## src/rtl/gpu_shader_core_seq_if.sv

```systemverilog
// rtl/gpu_shader_core_seq_if.sv - instruction/data RAM bus between the shader core and its memories
interface gpu_shader_core_seq_if #(
  parameter int ADDR_WIDTH = 16
);
  logic [ADDR_WIDTH-1:0] inst_addr;
  logic [31:0]           inst_rdata;
  logic [ADDR_WIDTH-1:0] data_addr;
  logic [31:0]           data_wdata;
  logic                  data_write;
  logic [31:0]           data_rdata;

  modport master (
    output inst_addr,
    input  inst_rdata,
    output data_addr,
    output data_wdata,
    output data_write,
    input  data_rdata
  );

  modport slave (
    input  inst_addr,
    output inst_rdata,
    input  data_addr,
    input  data_wdata,
    input  data_write,
    output data_rdata
  );
endinterface

```

## src/rtl/gpu_shader_core_seq.sv

```systemverilog
// rtl/gpu_shader_core_seq.sv - multi-cycle RV32I sequencer for one shader core
// Owns PC, register file and the FETCH/DECODE/EXEC/MEM/WB state machine; RAMs are external.
module gpu_shader_core_seq #(
  parameter int          ADDR_WIDTH = 16,
  parameter int          INST_LAT   = 1,
  parameter int          DATA_LAT   = 1,
  parameter logic [31:0] RESET_PC   = 32'h0
) (
  input  logic                  clock,
  input  logic                  reset_n,
  input  logic                  run,
  output logic                  halted,
  output logic                  error,
  output logic [31:0]           pc,
  output logic [31:0]           retired,
  gpu_shader_core_seq_if.master mem,
  input  logic [4:0]            reg_ext_address,
  output logic [31:0]           reg_ext_data
);

  localparam int MAX_LAT = (INST_LAT > DATA_LAT) ? INST_LAT : DATA_LAT;
  localparam int CW      = $clog2(MAX_LAT + 1);

  localparam logic [6:0] OPC_LUI    = 7'b0110111;
  localparam logic [6:0] OPC_AUIPC  = 7'b0010111;
  localparam logic [6:0] OPC_JAL    = 7'b1101111;
  localparam logic [6:0] OPC_JALR   = 7'b1100111;
  localparam logic [6:0] OPC_BRANCH = 7'b1100011;
  localparam logic [6:0] OPC_LOAD   = 7'b0000011;
  localparam logic [6:0] OPC_STORE  = 7'b0100011;
  localparam logic [6:0] OPC_OPIMM  = 7'b0010011;
  localparam logic [6:0] OPC_OP     = 7'b0110011;
  localparam logic [31:0] EBREAK    = 32'h0010_0073;

  typedef enum logic [2:0] {
    S_IDLE,
    S_FETCH,
    S_DECODE,
    S_EXEC,
    S_MEM,
    S_WB,
    S_HALT
  } state_t;

  state_t        state_q, state_d;
  logic [CW-1:0] cnt_q, cnt_d;
  logic [31:0]   pc_q, pc_d;
  logic [31:0]   retired_q, retired_d;
  logic          error_q, error_d;
  logic [31:0]   ir_q, ir_d;
  logic [31:0]   rs1_q, rs1_d;
  logic [31:0]   rs2_q, rs2_d;
  logic [31:0]   res_q, res_d;
  logic [31:0]   npc_q, npc_d;
  logic [ADDR_WIDTH-1:0] maddr_q, maddr_d;

  logic [31:0] rf_q [32];

  // Instruction fields are decoded from the latched IR in every state after FETCH.
  logic [6:0]  opcode;
  logic [4:0]  rd, rs1_idx, rs2_idx;
  logic [2:0]  funct3;
  logic [6:0]  funct7;
  logic [31:0] imm_i, imm_s, imm_b, imm_u, imm_j;

  assign opcode  = ir_q[6:0];
  assign rd      = ir_q[11:7];
  assign funct3  = ir_q[14:12];
  assign rs1_idx = ir_q[19:15];
  assign rs2_idx = ir_q[24:20];
  assign funct7  = ir_q[31:25];
  assign imm_i   = {{20{ir_q[31]}}, ir_q[31:20]};
  assign imm_s   = {{20{ir_q[31]}}, ir_q[31:25], ir_q[11:7]};
  assign imm_b   = {{19{ir_q[31]}}, ir_q[31], ir_q[7], ir_q[30:25], ir_q[11:8], 1'b0};
  assign imm_u   = {ir_q[31:12], 12'b0};
  assign imm_j   = {{11{ir_q[31]}}, ir_q[31], ir_q[19:12], ir_q[20], ir_q[30:21], 1'b0};

  logic [31:0] op_b;
  logic [4:0]  shamt;
  logic [31:0] alu;
  logic        br_cond;

  always_comb begin
    op_b  = (opcode == OPC_OP) ? rs2_q : imm_i;
    shamt = op_b[4:0];
    alu   = '0;
    unique case (funct3)
      3'b000: alu = (opcode == OPC_OP && funct7[5]) ? rs1_q - op_b : rs1_q + op_b;
      3'b001: alu = rs1_q << shamt;
      3'b010: alu = {31'b0, $signed(rs1_q) < $signed(op_b)};
      3'b011: alu = {31'b0, rs1_q < op_b};
      3'b100: alu = rs1_q ^ op_b;
      3'b101: alu = funct7[5] ? 32'($signed(rs1_q) >>> shamt) : rs1_q >> shamt;
      3'b110: alu = rs1_q | op_b;
      3'b111: alu = rs1_q & op_b;
      default: alu = '0;
    endcase
  end

  always_comb begin
    br_cond = 1'b0;
    unique case (funct3)
      3'b000: br_cond = (rs1_q == rs2_q);
      3'b001: br_cond = (rs1_q != rs2_q);
      3'b100: br_cond = ($signed(rs1_q) < $signed(rs2_q));
      3'b101: br_cond = ($signed(rs1_q) >= $signed(rs2_q));
      3'b110: br_cond = (rs1_q < rs2_q);
      3'b111: br_cond = (rs1_q >= rs2_q);
      default: br_cond = 1'b0;
    endcase
  end

  logic                  ex_legal, ex_mem, ex_take, ex_fault, ex_ebreak;
  logic [31:0]           ex_res, ex_tgt, ex_npc, mem_imm;
  logic [ADDR_WIDTH-1:0] ex_maddr;

  always_comb begin
    ex_legal = 1'b0;
    ex_mem   = 1'b0;
    ex_take  = 1'b0;
    ex_res   = alu;
    ex_tgt   = pc_q + imm_b;
    mem_imm  = (opcode == OPC_STORE) ? imm_s : imm_i;
    ex_maddr = ADDR_WIDTH'(rs1_q + mem_imm);
    unique case (opcode)
      OPC_LUI: begin
        ex_legal = 1'b1;
        ex_res   = imm_u;
      end
      OPC_AUIPC: begin
        ex_legal = 1'b1;
        ex_res   = pc_q + imm_u;
      end
      OPC_JAL: begin
        ex_legal = 1'b1;
        ex_res   = pc_q + 32'd4;
        ex_take  = 1'b1;
        ex_tgt   = pc_q + imm_j;
      end
      OPC_JALR: begin
        ex_legal = (funct3 == 3'b000);
        ex_res   = pc_q + 32'd4;
        ex_take  = 1'b1;
        ex_tgt   = (rs1_q + imm_i) & 32'hFFFF_FFFE;
      end
      OPC_BRANCH: begin
        ex_legal = (funct3 != 3'b010) && (funct3 != 3'b011);
        ex_take  = br_cond;
      end
      OPC_OPIMM: begin
        if (funct3 == 3'b001) begin
          ex_legal = (funct7 == 7'b0000000);
        end else if (funct3 == 3'b101) begin
          ex_legal = (funct7 == 7'b0000000) || (funct7 == 7'b0100000);
        end else begin
          ex_legal = 1'b1;
        end
      end
      OPC_OP: begin
        ex_legal = (funct7 == 7'b0000000) ||
                   ((funct7 == 7'b0100000) && (funct3 == 3'b000 || funct3 == 3'b101));
      end
      OPC_LOAD, OPC_STORE: begin
        ex_legal = (funct3 == 3'b010);
        ex_mem   = 1'b1;
      end
      default: ex_legal = 1'b0;
    endcase
    ex_ebreak = (ir_q == EBREAK);
    // A control transfer to a halfword-aligned target faults before anything is committed.
    ex_fault  = !ex_ebreak && (!ex_legal || (ex_mem && ex_maddr[1:0] != 2'b00) ||
                               (ex_take && ex_tgt[1]));
    ex_npc    = ex_take ? ex_tgt : pc_q + 32'd4;
  end

  logic rd_writes;
  assign rd_writes = (opcode != OPC_BRANCH) && (opcode != OPC_STORE) && (rd != 5'd0);

  always_comb begin
    state_d   = state_q;
    cnt_d     = cnt_q;
    pc_d      = pc_q;
    retired_d = retired_q;
    error_d   = error_q;
    ir_d      = ir_q;
    rs1_d     = rs1_q;
    rs2_d     = rs2_q;
    res_d     = res_q;
    npc_d     = npc_q;
    maddr_d   = maddr_q;
    unique case (state_q)
      S_IDLE, S_HALT: begin
        if (run) begin
          state_d   = S_FETCH;
          cnt_d     = '0;
          pc_d      = RESET_PC;
          retired_d = '0;
          error_d   = 1'b0;
        end
      end
      S_FETCH: begin
        if (cnt_q == CW'(INST_LAT - 1)) begin
          ir_d    = mem.inst_rdata;
          cnt_d   = '0;
          state_d = S_DECODE;
        end else begin
          cnt_d = cnt_q + CW'(1);
        end
      end
      S_DECODE: begin
        rs1_d   = (rs1_idx == 5'd0) ? 32'h0 : rf_q[rs1_idx];
        rs2_d   = (rs2_idx == 5'd0) ? 32'h0 : rf_q[rs2_idx];
        state_d = S_EXEC;
      end
      S_EXEC: begin
        res_d   = ex_res;
        npc_d   = ex_npc;
        maddr_d = ex_maddr;
        cnt_d   = '0;
        if (ex_ebreak || ex_fault) begin
          state_d = S_HALT;
          error_d = ex_fault;
        end else if (ex_mem) begin
          state_d = S_MEM;
        end else begin
          state_d = S_WB;
        end
      end
      S_MEM: begin
        if (cnt_q == CW'(DATA_LAT - 1)) begin
          if (opcode == OPC_LOAD) begin
            res_d = mem.data_rdata;
          end
          cnt_d   = '0;
          state_d = S_WB;
        end else begin
          cnt_d = cnt_q + CW'(1);
        end
      end
      S_WB: begin
        pc_d      = npc_q;
        retired_d = retired_q + 32'd1;
        cnt_d     = '0;
        state_d   = S_FETCH;
      end
      default: state_d = S_IDLE;
    endcase
  end

  always_ff @(posedge clock) begin
    if (!reset_n) begin
      state_q   <= S_IDLE;
      cnt_q     <= '0;
      pc_q      <= RESET_PC;
      retired_q <= '0;
      error_q   <= 1'b0;
    end else begin
      state_q   <= state_d;
      cnt_q     <= cnt_d;
      pc_q      <= pc_d;
      retired_q <= retired_d;
      error_q   <= error_d;
    end
    ir_q    <= ir_d;
    rs1_q   <= rs1_d;
    rs2_q   <= rs2_d;
    res_q   <= res_d;
    npc_q   <= npc_d;
    maddr_q <= maddr_d;
  end

  // x0 is never written, so its storage stays undefined; every read path masks it to zero.
  always_ff @(posedge clock) begin
    if (reset_n && state_q == S_WB && rd_writes) begin
      rf_q[rd] <= res_q;
    end
  end

  assign halted         = (state_q == S_IDLE) || (state_q == S_HALT);
  assign error          = error_q;
  assign pc             = pc_q;
  assign retired        = retired_q;
  assign mem.inst_addr  = pc_q[ADDR_WIDTH-1:0];
  assign mem.data_addr  = maddr_q;
  assign mem.data_wdata = rs2_q;
  assign mem.data_write = (state_q == S_MEM) && (cnt_q == '0) && (opcode == OPC_STORE);
  assign reg_ext_data   = (reg_ext_address == 5'd0) ? 32'h0 : rf_q[reg_ext_address];

endmodule

```

## src/flat_wrapper.sv

```systemverilog
// flat-port wrapper written by rule: the top's interface ports become plain ports
module gpu_shader_core_seq_flat 
#(
  parameter int          ADDR_WIDTH = 16,
  parameter int          INST_LAT   = 1,
  parameter int          DATA_LAT   = 1,
  parameter logic [31:0] RESET_PC   = 32'h0
)
  (clock, reset_n, run, halted, error, pc, retired, reg_ext_address, reg_ext_data, mem_inst_addr, mem_inst_rdata, mem_data_addr, mem_data_wdata, mem_data_write, mem_data_rdata);
  gpu_shader_core_seq_if #(.ADDR_WIDTH(ADDR_WIDTH)) mem_i ();
  input  logic clock;
  input  logic reset_n;
  input  logic run;
  output logic halted;
  output logic error;
  output logic [31:0] pc;
  output logic [31:0] retired;
  input  logic [4:0] reg_ext_address;
  output logic [31:0] reg_ext_data;
  output wire logic [$bits(mem_i.inst_addr)-1:0] mem_inst_addr;
  input wire logic [$bits(mem_i.inst_rdata)-1:0] mem_inst_rdata;
  output wire logic [$bits(mem_i.data_addr)-1:0] mem_data_addr;
  output wire logic [$bits(mem_i.data_wdata)-1:0] mem_data_wdata;
  output wire logic [$bits(mem_i.data_write)-1:0] mem_data_write;
  input wire logic [$bits(mem_i.data_rdata)-1:0] mem_data_rdata;
  assign mem_inst_addr = mem_i.inst_addr;
  assign mem_i.inst_rdata = mem_inst_rdata;
  assign mem_data_addr = mem_i.data_addr;
  assign mem_data_wdata = mem_i.data_wdata;
  assign mem_data_write = mem_i.data_write;
  assign mem_i.data_rdata = mem_data_rdata;
  gpu_shader_core_seq #(.ADDR_WIDTH(ADDR_WIDTH), .INST_LAT(INST_LAT), .DATA_LAT(DATA_LAT), .RESET_PC(RESET_PC)) u_core (.clock(clock), .reset_n(reset_n), .run(run), .halted(halted), .error(error), .pc(pc), .retired(retired), .mem(mem_i), .reg_ext_address(reg_ext_address), .reg_ext_data(reg_ext_data));
endmodule
```

## config.mk

```make
export PLATFORM = sky130hd
export DESIGN_NAME = gpu_shader_core_seq_flat
export DESIGN_NICKNAME = d
export VERILOG_FILES = /design/src/rtl/gpu_shader_core_seq_if.sv /design/src/rtl/gpu_shader_core_seq.sv /design/src/flat_wrapper.sv
export SDC_FILE = /design/constraint.sdc
export NUM_CORES = 2
export LEC_CHECK = 0
export BUFFER_PORTS_ARGS = -buffer_cell sky130_fd_sc_hd__buf_2
export CORE_ASPECT_RATIO = 1.2
export CORE_UTILIZATION = 40
export DETAILED_ROUTE_END_ITERATION = 12
export PLACE_DENSITY = 0.62
export SYNTH_ARGS = -nofsm -noshare
export SYNTH_HDL_FRONTEND = slang
export SYNTH_SLANG_ARGS = --single-unit
export TNS_END_PERCENT = 20
```

## constraint.sdc

```tcl
create_clock -name clock -period 6.6 [get_ports clock]
set_clock_uncertainty 0.2 [all_clocks]
set_input_delay 1.32 -clock clock [delete_from_list [all_inputs] [get_ports clock]]
set_output_delay 1.32 -clock clock [all_outputs]
set_load 0.005 [all_outputs]
```

==> metrics.csv <==
metric,value,unit
initial DRC count,8869,
largest net degree at the start of global routing,106,
dominant synthesized flop cell,edfxtp_1,
minimum clock period,6.13,ns
H-tree depth,4,
Post-synth ARST share,0,%
Die Wd,411,um
routed len/inst,37.4,um
share of the synthesized area in the top cell type,44.9,%
"commonest non-fill, non-tap cell in the layout",edfxtp_1,
critical path class,flip-flop to flip-flop,
final hold vios,0,
MaxCap Viol Count,0,
DR pass1 iterations,7,
gr usage total,32.0,%
residual overflow from global routing,0,
Mapped Cells,5848,
leak pwr,0.0310,uW
Layout fillers,17500,
post-CTS setup buffer count,0,
I/O Buffers,234,
initial antenna violation count,25,
DIE AREA,0.202,mm^2
crit path launch type,flip-flop,
final wirelength,329000,um
Hold Path Class,flip-flop to flip-flop,
Worst Path Arrival,6.45,ns
Fmax,0.163,GHz
slowest cell delay on critical path,0.87,ns
CP Max Fanout,22,
Worst Hold Path Cells,1,
Synth Area in Compound Gates,10.1,%
CTS sink cnt,1268,
Multi-input gate area,0.0407,mm^2
Area Overhead vs Synth,12.7,%
I/O pin cnt,235,
fraction of layout cells with a size suffix above 1,27.7,%
maximum vdd drop,287,uV
Final ANT Viol Nets,0,
largest family of logic cells by synthesized area,multiplexers,
reg2reg path depth,17,
final critical-path share of the clock period,92.9,%
crit-path cells,nand4bb_1 > buf_4 > nor3_4 > buf_12 > a21o_1 > inv_1 > ha_1 > nand2b_1 > a211oi_1 > o41ai_1 > o31ai_1 > a221o_1 > o21ai_0 > a21oi_1 > o21a_1 > o21ai_0 > a21oi_1,
CTS Buffer Depth,3,
Setup crit end kind,flip-flop,
clock root buffer,clkbuf_16,
Layout Nets,6352,
post-synthesis mux area share,28.4,%
Slew @ Worst Pin,1.48,ns
Area contributors post-synth,"edfxtp_1, mux4_2, ha_1, mux2i_1, a21oi_1",
max_slew headroom,1.47,%
Pwr per Cell Area,229,mW/mm^2
Synth Area in Adders,3.57,%
vias in the first global route,58000,
core area,0.199,mm^2
routability cong.,1.09,
WHS,0.265,ns
Avg Vias per Cell,6.91,
post-CTS resize count,0,
"Seq/Total Area, Yosys",46.6,%
most frequent cells in the layout,"edfxtp_1, mux4_2, nor2_1",
CTS Buf Count,141,
CTS Hold Bufs,0,
placed cell areas,0.0858,mm^2
setup TNS,0,ns
"Setup violations, final",0,
Die Span Y,492,um
RSZ-0062 raised after global routing,false,
DP HPWL,221000,um
Post-Synth XOR/XNOR Area,1.46,%
"area leader, netlist",edfxtp_1,
CP required,6.92,ns
clk slew on worst S/H paths,0.07,ns
Core Rows,179,
Max Slew Vio Count,0,
Yosys warnings,0,
Synth Register Bits,1268,
CTS tree,done,
run status,completed,
Clock Latency Late Sink,0.83,ns
Netlist Area Pre-Place,0.0802,mm^2
DR vias,60800,
post-route cell area,0.0903,mm^2
number of synthesized flops with an enable pin,1200,
Sequential Area,0.0374,mm^2
Cell variety after synth,95,
detailed-route DRC error count,0,
Synth Area in Simple Gates,6.70,%
Slowest cell on crit path,o21ai_0,
Mapped Avg Cell Area,13.7,um^2
first-pass GRT wire length,455000,um
initial core utilization,40.4,%
-- per-layer routing --
| metal | GRT usage (%) | vias to the layer above | routed length (um) |
|---|---|---|---|
| met5 | 0 | - | 88 |
| met4 | 18.3 | 12 | 22100 |
| met3 | 7.49 | 950 | 36700 |
| met2 | 49.4 | 4438 | 150000 |
| met1 | 41.5 | 31100 | 120000 |
| li1 | - | 24200 | - |
-- synthesized netlist by cell type (53+ instances only) --
| cell type | n |
|---|---|
| a211oi_1 | 65 |
| a21o_1 | 58 |
| a21oi_1 | 328 |
| buf_1 | 95 |
| clkbuf_1 | 281 |
| dfxtp_1 | 68 |
| edfxtp_1 | 1200 |
| ha_1 | 219 |
| inv_1 | 166 |
| mux2i_1 | 233 |
| mux4_2 | 896 |
| nand2_1 | 351 |
| nand3_1 | 91 |
| nor2_1 | 431 |
| nor3_1 | 89 |
| o21ai_0 | 291 |
| o22ai_1 | 53 |
| xnor2_1 | 77 |
| xor2_1 | 57 |
-- path summary, 6_finish.rpt --
path	startpoint	end	slack [ns]
worst max-delay path	u_core.ir_q[3]	u_core.res_q[25]	0.47
worst min-delay path	u_core.npc_q[20]	u_core.pc[20]	0.27
worst max register to register	u_core.ir_q[3]	u_core.res_q[25]	0.47
worst min register to register	u_core.npc_q[20]	u_core.pc[20]	0.27
-- power by group --
part,internal [uW],switching (uW),leakage (uW)
Sequential,8860,186,0.0114
Combinational,1410,2340,0.0174
Clock,4360,3510,0.00218
-- worst max-delay path, delay by kind of cell, from the launching register on --
| kind | cells | cell delay [ns] |
|---|---|---|
| compound gates | 10 | 2.86 |
| flops | 1 | 0.59 |
| simple gates | 3 | 1.12 |
| buf+inv | 3 | 0.55 |
| fa+ha+maj | 1 | 0.49 |
-- logic make-up (layout without fill, tap and decap cells) --
| kind of cell | after synthesis | count (layout) |
|---|---|---|
| buffers and inverters | 630 | 913 |
| multiplexers | 1150 | 1150 |
| AND/OR/NAND/NOR | 1191 | 1191 |
| flip-flops | 1268 | 1268 |
| other | 1 | 40 |
| adder cells (fa/ha/maj) | 225 | 225 |
| AO/OA/AOI/OAI | 1249 | 1249 |
| XOR/XNOR | 134 | 134 |
-- state kept, by name (all words and copies together), names as in the netlist --
register / flops
u_core.ir_q: 32
u_core.mem.data_wdata: 32
u_core.retired: 32
u_core.res_q: 32
u_core.pc: 32
u_core.state_q: 3
u_core.rs1_q: 32
u_core.rf_q: 1024
u_core.mem.data_addr: 16
u_core.error: 1
u_core.npc_q: 32
-- cell type report --
class,count,area share (%)
Multi-Input combinational cell,3981,45.1
Sequential cell,1268,41.4
Clock buffer,180,4.17
Timing Repair Buffer,489,4.16
Tap cell,2624,3.63
Clock inverter,70,0.832
Inverter,174,0.730
Antenna cell,8,0.0222
-- per-stage QoR --
stage	std cells	util [%]	setup WS (ns)	total power [uW]
finish	8794	45.5	0.470	20700
global route	8787	45.5	0.367	21200
CTS	8786	45.5	0.574	20700
detailed placement	8536	43.2	0.580	12800
global placement	8535	43.2	0.603	12800
floorplan	5879	-	1.59	11400
Power figures use the tool's default switching activity.
